**config.mk**
```make
export PLATFORM = sky130hd
export DESIGN_NAME = rr_bus_arbiter_flat
export DESIGN_NICKNAME = d
export VERILOG_FILES = /design/src/rtl/rr_bus_arbiter_pkg.sv /design/src/rtl/rr_bus_arbiter_if.sv /design/src/rtl/rr_bus_arbiter_rr_pick.sv /design/src/rtl/rr_bus_arbiter.sv /design/src/flat_wrapper.sv
export SDC_FILE = /design/constraint.sdc
export NUM_CORES = 1
export LEC_CHECK = 0
export ABC_CLOCK_PERIOD_IN_PS = 7650
export CORE_UTILIZATION = 48
export DETAILED_ROUTE_END_ITERATION = 8
export DONT_BUFFER_PORTS = 1
export PLACE_DENSITY = 0.69
export SLEW_MARGIN = 20
export SYNTH_ARGS = -nofsm -noshare
export SYNTH_HDL_FRONTEND = slang
export SYNTH_HIERARCHICAL = 1
export SYNTH_SLANG_ARGS = --single-unit
```
**constraint.sdc**
```tcl
create_clock -name clk -period 7.65 [get_ports clk]
set_input_delay 1.53 -clock clk [delete_from_list [all_inputs] [get_ports clk]]
set_output_delay 1.53 -clock clk [all_outputs]
set_load 0.01 [all_outputs]
```
**src/rtl/rr_bus_arbiter_pkg.sv**
```systemverilog
// Shared definitions for the round-robin bus arbiter: FSM state encoding
// and an elaboration-time clog2 helper.
package rr_bus_arbiter_pkg;

    typedef enum logic [1:0] {
        ST_IDLE = 2'b00,
        ST_BUSY = 2'b01,
        ST_WAIT = 2'b10,
        ST_FREE = 2'b11
    } state_e;

    function automatic int clog2(input int value);
        int r;
        r = 0;
        for (int i = 0; i < 31; i++) begin
            if ((32'sd1 <<< i) < value) begin
                r = i + 1;
            end else begin
                r = r;
            end
        end
        return r;
    endfunction

endpackage

```
**src/rtl/rr_bus_arbiter_if.sv**
```systemverilog
// Requester-side bus of the arbiter: level requests, single-master
// done/dly handshake, and the registered grant outputs.
interface rr_bus_arbiter_if
    import rr_bus_arbiter_pkg::*;
#(
    parameter int N = 4
);
    localparam int ID_W = clog2(N);

    logic [N-1:0]    req;
    logic            done;
    logic            dly;
    logic [N-1:0]    gnt;
    logic [ID_W-1:0] gnt_id;
    logic            busy;
    logic            timeout;

    modport master (
        output req, done, dly,
        input  gnt, gnt_id, busy, timeout
    );

    modport slave (
        input  req, done, dly,
        output gnt, gnt_id, busy, timeout
    );

endinterface

```
**src/rtl/rr_bus_arbiter_rr_pick.sv**
```systemverilog
// Combinational round-robin picker: scans req from last_id+1 with
// wrap-around and returns the first requester found.
module rr_pick
    import rr_bus_arbiter_pkg::*;
#(
    parameter int N = 4,
    localparam int ID_W = clog2(N)
) (
    input  logic [N-1:0]    req_i,
    input  logic [ID_W-1:0] last_id_i,
    output logic [N-1:0]    winner_oh_o,
    output logic [ID_W-1:0] winner_id_o,
    output logic            valid_o
);

    logic [ID_W:0]   sum_s;
    logic [ID_W-1:0] idx_s;

    // Rotating priority scan; one extra bit on the sum absorbs the wrap
    always_comb begin
        winner_oh_o = '0;
        winner_id_o = '0;
        valid_o     = 1'b0;
        sum_s       = '0;
        idx_s       = '0;
        for (int i = 0; i < N; i++) begin
            sum_s = {1'b0, last_id_i} + (ID_W + 1)'(i + 1);
            if (sum_s >= (ID_W + 1)'(N)) begin
                sum_s = sum_s - (ID_W + 1)'(N);
            end else begin
                sum_s = sum_s;
            end
            idx_s = sum_s[ID_W-1:0];
            if (!valid_o && req_i[idx_s]) begin
                valid_o            = 1'b1;
                winner_oh_o[idx_s] = 1'b1;
                winner_id_o        = idx_s;
            end else begin
                valid_o = valid_o;
            end
        end
    end

endmodule

```
**src/rtl/rr_bus_arbiter.sv**
```systemverilog
// Round-robin bus arbiter: grant FSM with done/dly release handshake,
// hold-timeout watchdog and registered grant outputs.
module rr_bus_arbiter
    import rr_bus_arbiter_pkg::*;
#(
    parameter int N        = 4,
    parameter int MAX_HOLD = 64
) (
    input  logic           clk,
    input  logic           rst,
    rr_bus_arbiter_if.slave bus
);

    localparam int ID_W  = clog2(N);
    localparam int CNT_W = (clog2(MAX_HOLD + 1) < 1) ? 1 : clog2(MAX_HOLD + 1);

    state_e          state_q, state_d;
    logic [N-1:0]    gnt_q, gnt_d;
    logic [ID_W-1:0] gnt_id_q, gnt_id_d;
    logic [ID_W-1:0] last_id_q, last_id_d;
    logic [CNT_W-1:0] cnt_q, cnt_d;
    logic            busy_q, busy_d;
    logic            timeout_q, timeout_d;

    logic [N-1:0]    pick_oh_s;
    logic [ID_W-1:0] pick_id_s;
    logic            pick_valid_s;
    logic            hold_expired_s;

    rr_pick #(.N(N)) u_pick (
        .req_i       (bus.req),
        .last_id_i   (last_id_q),
        .winner_oh_o (pick_oh_s),
        .winner_id_o (pick_id_s),
        .valid_o     (pick_valid_s)
    );

    assign hold_expired_s = (MAX_HOLD > 0) && (cnt_q == CNT_W'(MAX_HOLD - 1));

    // Next-state logic; outputs are computed for the state being entered
    always_comb begin
        state_d   = state_q;
        gnt_d     = gnt_q;
        gnt_id_d  = gnt_id_q;
        last_id_d = last_id_q;
        cnt_d     = cnt_q;
        timeout_d = 1'b0;
        case (state_q)
            ST_IDLE, ST_FREE: begin
                cnt_d = '0;
                if (pick_valid_s) begin
                    state_d   = ST_BUSY;
                    gnt_d     = pick_oh_s;
                    gnt_id_d  = pick_id_s;
                    last_id_d = pick_id_s;
                end else begin
                    state_d  = ST_IDLE;
                    gnt_d    = '0;
                    gnt_id_d = '0;
                end
            end
            ST_BUSY: begin
                if (bus.done && bus.dly) begin
                    state_d = ST_WAIT;
                end else if (bus.done || hold_expired_s) begin
                    // done wins over an expiring watchdog: only a forced release pulses
                    state_d   = ST_FREE;
                    gnt_d     = '0;
                    gnt_id_d  = '0;
                    cnt_d     = '0;
                    timeout_d = !bus.done;
                end else begin
                    cnt_d = cnt_q + CNT_W'(1);
                end
            end
            ST_WAIT: begin
                if (!bus.dly) begin
                    state_d  = ST_FREE;
                    gnt_d    = '0;
                    gnt_id_d = '0;
                    cnt_d    = '0;
                end else begin
                    state_d = ST_WAIT;
                end
            end
            default: begin
                state_d  = ST_IDLE;
                gnt_d    = '0;
                gnt_id_d = '0;
                cnt_d    = '0;
            end
        endcase
        busy_d = (state_d == ST_BUSY) || (state_d == ST_WAIT);
    end

    // State, watchdog counter, rotation pointer and output registers
    always_ff @(posedge clk or posedge rst) begin
        if (rst) begin
            state_q   <= ST_IDLE;
            gnt_q     <= '0;
            gnt_id_q  <= '0;
            last_id_q <= ID_W'(N - 1);
            cnt_q     <= '0;
            busy_q    <= 1'b0;
            timeout_q <= 1'b0;
        end else begin
            state_q   <= state_d;
            gnt_q     <= gnt_d;
            gnt_id_q  <= gnt_id_d;
            last_id_q <= last_id_d;
            cnt_q     <= cnt_d;
            busy_q    <= busy_d;
            timeout_q <= timeout_d;
        end
    end

    assign bus.gnt     = gnt_q;
    assign bus.gnt_id  = gnt_id_q;
    assign bus.busy    = busy_q;
    assign bus.timeout = timeout_q;

endmodule

```
**src/flat_wrapper.sv**
```systemverilog
// flat-port wrapper written by rule: the top's interface ports become plain ports
module rr_bus_arbiter_flat import rr_bus_arbiter_pkg::*;
#(
    parameter int N        = 4,
    parameter int MAX_HOLD = 64
)
  (clk, rst, bus_req, bus_done, bus_dly, bus_gnt, bus_gnt_id, bus_busy, bus_timeout);
  rr_bus_arbiter_if #(.N(N)) bus_i ();
  input  logic clk;
  input  logic rst;
  input wire logic [$bits(bus_i.req)-1:0] bus_req;
  input wire logic [$bits(bus_i.done)-1:0] bus_done;
  input wire logic [$bits(bus_i.dly)-1:0] bus_dly;
  output wire logic [$bits(bus_i.gnt)-1:0] bus_gnt;
  output wire logic [$bits(bus_i.gnt_id)-1:0] bus_gnt_id;
  output wire logic [$bits(bus_i.busy)-1:0] bus_busy;
  output wire logic [$bits(bus_i.timeout)-1:0] bus_timeout;
  assign bus_i.req = bus_req;
  assign bus_i.done = bus_done;
  assign bus_i.dly = bus_dly;
  assign bus_gnt = bus_i.gnt;
  assign bus_gnt_id = bus_i.gnt_id;
  assign bus_busy = bus_i.busy;
  assign bus_timeout = bus_i.timeout;
  rr_bus_arbiter #(.N(N), .MAX_HOLD(MAX_HOLD)) u_core (.clk(clk), .rst(rst), .bus(bus_i));
endmodule
```
* Word-level counts from Yosys, hierarchy flattened *
Cells that the tools add are included.

word-level totals
  output and inout bits = 8
  bits in registers = 19
  bits of input ports = 8
  logic and storage cells = 113

cells by class
  order comparisons = 12
  $add $sub $neg = 9
  reductions and logical operators = 19
  bitwise gates (word level) = 3
  equal/unequal tests = 9
  muxes and demuxes = 54

operator list
  cell                                                                                  count
  4-bit two-way mux                                                                     8
  2-bit two-way mux                                                                     14
  7-bit two-way mux                                                                     3
  7-bit case mux with 3 select lines                                                    1
  1-bit two-way mux                                                                     17
  3-bit greater-or-equal comparator (second input constant)                             4
  2-bit by 3-bit < comparator with 1-bit output (second input constant)                 4
  4-bit OR                                                                              3
  2-bit case mux with 3 select lines                                                    2
  4-bit case mux with 3 select lines                                                    1
  1-bit binary-select mux with 2-bit select                                             4
  1-bit demux with 2-bit select                                                         4
  2-bit by 1-bit greater-or-equal comparator with 1-bit output (second input constant)  4
  1-bit logical AND                                                                     8
  2-bit by 1-bit subtractor with 2-bit output (second input constant)                   4
  7-bit by 1-bit adder with 7-bit output (second input constant)                        1
  7-bit by 6-bit == test with 1-bit output (second input constant)                      1
  2-bit by 2-bit adder with 3-bit output (second input constant)                        2
  2-bit == test (second input constant)                                                 3
  2-bit by 1-bit == test with 1-bit output (second input constant)                      2
  1-bit logical NOT                                                                     4
  2-bit != test (second input constant)                                                 2
  2-bit AND reduction                                                                   2
  2-bit by 1-bit adder with 3-bit output (second input constant)                        1
  6 further kinds                                                                       7

* Depth between registers and ports, before layout *
  depth in word-level cells = 19
  depth in mapped cells = 11
  gate-level depth less buffers = 8

* By module *
The synthesis kept the hierarchy.

modules (own cells, without submodules)
  module          instances  cells each  seq. area each (µm²)  area an instance (µm²)
  rr_bus_arbiter  1          95          478.0                 972.2
  rr_pick         1          86          0.0                   629.4

* Worst setup path before layout *
Ideal clock, no wire load.

  path type = input-to-reg
  start = input port bus_req[1]
  end = register u_core.gnt_q[0], in the netlist u_core/bus.gnt[0]
  buffers on the path = 2
  setup slack = 4.558 ns
  data required time = 7.525 ns
  cell stages on the path = 8
  data arrival time = 2.967 ns
  library setup time = 0.125 ns
  cell sequence = buf_2 mux4_2 buf_6 nand4_1 o31ai_1 a2111o_1 nand3_1 o21ai_1

between the ends
  longest elaborated chain between the ends = 14
  elaborated cells on any way between the ends = 27
  classes of those cells = 18 x mux; 3 x bitwise; 6 x reduce/logical

RTL lines
  what                                       line                          RTL
  from (decl)                                flat_wrapper.sv:11            input wire logic [$bits(bus_i.req)-1:0] bus_req;
  1-bit binary-select mux with 2-bit select  rr_bus_arbiter_rr_pick.sv:34  if (!valid_o && req_i[idx_s]) begin
  1-bit two-way mux (implied by the code)    rr_bus_arbiter_rr_pick.sv:34
  1-bit two-way mux                          rr_bus_arbiter_rr_pick.sv:34
  1-bit logical NOT                          rr_bus_arbiter_rr_pick.sv:34
  1-bit logical AND                          rr_bus_arbiter_rr_pick.sv:34
  1-bit two-way mux                          rr_bus_arbiter_rr_pick.sv:34
  1-bit logical NOT                          rr_bus_arbiter_rr_pick.sv:34
  1-bit logical AND                          rr_bus_arbiter_rr_pick.sv:34
  1-bit two-way mux                          rr_bus_arbiter_rr_pick.sv:34
  1-bit logical NOT                          rr_bus_arbiter_rr_pick.sv:34
  1-bit logical AND                          rr_bus_arbiter_rr_pick.sv:34
  4-bit two-way mux *                        rr_bus_arbiter_rr_pick.sv:34
  net u_core.pick_oh_s[0]                    rr_bus_arbiter.sv:25          logic [N-1:0] pick_oh_s;
  4-bit two-way mux *                        rr_bus_arbiter.sv:51          if (pick_valid_s) begin
  4-bit case mux with 3 select lines *       rr_bus_arbiter.sv:48          case (state_q)
  to (signal assigned)                       rr_bus_arbiter.sv:108         gnt_q <= gnt_d;
  to (decl)                                  rr_bus_arbiter.sv:18          logic [N-1:0] gnt_q, gnt_d;

Mark *: on every way through the listed nets, which the timed path passes. The rest lies on a longest branch. The select of a mux whose other input is x is not followed.
A chain may end at the register's enable or synchronous reset.

* Final worst setup path *
  start = register u_core.last_id_q[0]
  end = register u_core.gnt_q[1], in the netlist u_core/bus.gnt[1]

between the ends
  longest elaborated chain between the ends = 17
  elaborated cells on any way between the ends = 63
  classes of those cells = 8 x add/sub; 12 x order compare; 30 x mux; 3 x bitwise; 10 x reduce/logical

RTL lines
  what                                                                             line                          RTL
  from (decl)                                                                      rr_bus_arbiter.sv:20          logic [ID_W-1:0] last_id_q, last_id_d;
  from (signal assigned)                                                           rr_bus_arbiter.sv:102         last_id_q <= ID_W'(N - 1);
  from (signal assigned)                                                           rr_bus_arbiter.sv:110         last_id_q <= last_id_d;
  branches (longest 14 deep; another with 2-bit by 1-bit adder with 3-bit output)  --
  4-bit two-way mux *                                                              rr_bus_arbiter_rr_pick.sv:34
  net u_core.pick_oh_s[1]                                                          rr_bus_arbiter.sv:25
  4-bit two-way mux *                                                              rr_bus_arbiter.sv:51
  4-bit case mux with 3 select lines *                                             rr_bus_arbiter.sv:48

Mark *: on every way through the listed nets, which the timed path passes. The select of a mux whose other input is x is not followed.

==> impl_metrics.csv <==
group,metric,value,unit
run,maxCapViolCount,0,
cts,clk_latency,0.30,ns
timing,setup_tns,0,ns
floorplanning,die_w,59.76,µm
yosys,synthesis.instances,181,
placed_design,io_buffers,0,
critical_path,critPathCaptureType,"flip-flop",
timing,setup_ws,4.755,ns
floorplanning,ioPinCount,16,
grt,grt_pass1_vias,1265,
yosys,synth_edf_count,0,
drt,drt-total-wl,3412,µm
layout,syn2layout_area_growth,1.563,%
critical_path,cp.arrival,3.09,ns
drt,viasPerCell,6.233,
worst_hold_path,hold_class,"flip-flop to flip-flop",
layout,num_antenna_cells,0,
yosys,yosys-top-cells-area,"dfrtp_1 (27%), ha_1 (8.6%), nand2_1 (4.0%)",
cts,hold_buffers,0,
layout,final_layout_size_suffix_gt1_frac,0.09714,
layout,design_area,0.001627,mm²
floorplanning,row_count,20,
cts,cts_buffers,3,
yosys,ys_async_sr_fraction,1.000,
placed_design,place_area,0.001600,mm²
status,status,"finished clean",
cts,clock_sinks,19,
yosys,synth.cell_area,0.001602,mm²
timing,finalHoldViolations,0,
yosys,synthFlopType,"dfrtp_1",
drt,drtAntennaViolNets,0,
floorplanning,core_area,0.003103,mm²
cts,clk_path_buf_depth,2,
yosys,ys_types,52,
layout,final.fill_count,323,
yosys,synth_seq_area_share,0.2984,
yosys,synth_warnings,6,
grt,grt_usage,0.2067,
pwr,total_power,0.5613,mW
timing,max_slew_margin,0.5262,
drt,via_count,1365,
placed_design,finalWeightedCongestion,0.8400,
timing,clock_skew,0.007117,ns
grt,grt_max_degree,22,
timing,rsz0062_at_grt,"false",
cts,clk_root_buffer_cell,"clkbuf_4",
pwr,vdd_drop_max,0.1862,mV
grt,antenna_found_initial,0,
pwr,p_per_area,345.1,mW/mm²
cts,cts_tree,"built",
layout,fin_nets,195,
yosys,synth.net_count,200,
yosys,synth.top_cell.area_share,0.2656,
critical_path,start_kind,"flip-flop",
critical_path,crit_type,"flip-flop to flip-flop",
timing,setup_violations,0,
yosys,ys_seq_elements,19,
yosys,yosysTopAreaCell,"dfrtp_1",
yosys,avgSynthCellArea,8.848,µm²
pwr,p_leak,0.7147,nW
grt,grt_overflow,0,
drt,drt_iter0_markers,56,
timing,layout_min_cycle_time,2.895,ns
layout,finish.utilization,0.5242,
cts,htreeDepth,1,
floorplanning,dieArea,0.003571,mm²
timing,clock.fmax,345.4,MHz
timing,final_max_slew_viol_count,0,
drt,wire_per_inst,15.58,µm
cts,path_clk_slew,0.10,ns
cts,cts_resized,0,
grt,grt_pass1_wl,5609,µm
drt,drc,0,
critical_path,crit_fanout,21,
floorplanning,die_h,59.76,µm
timing,finalCritPeriodShare,0.3785,
placed_design,dpl_worst_slack,4.540,ns
drt,dr.pass1.iters,4,
placed_design,dp_hpwl,2514,µm
timing,worst_slew_pin_slew,0.7099,ns
cts,post-cts-setup-buffer-count,0,
critical_path,crit_required,7.84,ns
floorplanning,initial_core_util,0.5161,
-- layer usage --
layer  track usage  vias up  wire [µm]
met5             0        -          0
met4       0.07973        0         54
met3       0.04762        6        140
met2        0.3206       31       1603
met1        0.2779      672       1614
li1              -      656          -
-- critical path, cell delays in order, from the launching register on --
cell and delay, ns:
dfstp_2 0.80, inv_1 0.18, ha_1 0.54, inv_1 0.22, a31oi_1 0.38, o31ai_1 0.11, or3_1 0.39, nand3_1 0.10
o21ai_1 0.07
-- placed cells by master, fill, tap and decap left out, types with 2 or more instances in the layout --
master    netlist  final
clkbuf_4        0      3
dfstp_2         2      2
a211oi_1        4      4
mux2_2          2      2
mux2i_1         3      3
o211a_1         2      2
nand2b_1        3      3
ha_1           11     11
a31oi_1         5      5
mux4_2          2      2
or3_1           4      4
and3_1          2      2
dfrtp_1        17     17
xor2_1          2      2
o31ai_1         4      4
o21ai_0         6      6
nor2_1         10     10
xnor2_1         2      2
nand3_1         7      7
nand2_1        17     17
a311o_1         2      2
nor2_2          2      2
nand4_1         6      6
a21o_1          4      4
o21ai_1         7      7
mux2_1          2      2
inv_1          13     13
a21oi_1         6      6
a2111o_1        4      4
-- power breakdown --
| group | leakage, nW | internal, mW | switching (mW) | total (mW) |
|---|---|---|---|---|
| Sequential | 0.248 | 0.134 | 0.0471 | 0.181 |
| Combinational | 0.452 | 0.140 | 0.190 | 0.330 |
| Clock | 0.0150 | 0.0203 | 0.0296 | 0.0500 |
| Total | 0.715 | 0.294 | 0.267 | 0.561 |
-- sequential cells by signal (all words and copies together) (netlist names) --
| signal | flops |
|---|---|
| u_core/cnt_q | 7 |
| u_core/bus.gnt | 4 |
| u_core/bus.gnt_id | 2 |
| u_core/last_id_q | 2 |
| u_core/state_q | 2 |
| u_core/bus.busy | 1 |
| u_core/bus.timeout | 1 |
-- worst paths after layout --
check	cells after the start	to	from	slack, ns
min in group asynchronous	1	u_core/cnt_q[1]	rst	1.22
hold / removal	1	u_core/cnt_q[0]	u_core/cnt_q[0]	0.52
setup reg to reg	8	u_core/bus.gnt[1]	u_core/last_id_q[0]	4.75
hold reg to reg	1	u_core/cnt_q[0]	u_core/cnt_q[0]	0.52
setup / recovery	8	u_core/bus.gnt[1]	u_core/last_id_q[0]	4.75
max in group asynchronous	1	u_core/cnt_q[2]	rst	5.98
-- cell usage after synthesis (all sizes together), types with 5 or more instances --
cell type  instances
nor2              12
ha                11
dfrtp             17
o21ai             13
nand4              6
a31oi              5
inv               13
nand2             17
a21oi              7
nand3              7
buf                6
-- cell families (layout without fill, tap and decap cells) --
| group | after synthesis | in the layout | share of synthesized area |
|---|---|---|---|
| and+or+nand+nor | 62 | 62 | 0.2102 |
| AOI/OAI and AO/OA | 53 | 53 | 0.2430 |
| buffers and inverters | 23 | 17 | 0.06562 |
| DFF | 19 | 19 | 0.2984 |
| adders and majority gates | 11 | 11 | 0.08594 |
| muxes | 9 | 9 | 0.07500 |
| xor gates and xnor gates | 4 | 4 | 0.02188 |
-- per-stage QoR --
| step | std cells | hold WS [ns] |
|---|---|---|
| 2_1_floorplan | 181 | 0.4657 |
| 3_3_place_gp | 215 | 0.4948 |
| 3_5_place_dp | 215 | 0.5047 |
| 4_1_cts | 219 | 0.5297 |
| 5_1_grt | 219 | 0.5535 |
| 6_report | 219 | 0.5229 |
-- cell type report --
cell class                      instances  area (µm²)  area share
Sequential cell                        19       478.0      0.2938
Tap cell                               44       55.05     0.03385
Clock buffer                            4       26.28     0.01615
Multi-Input combinational cell        139        1018      0.6262
Inverter                               13       48.80     0.03000
No activity file was read; power rests on OpenSTA's default activity.
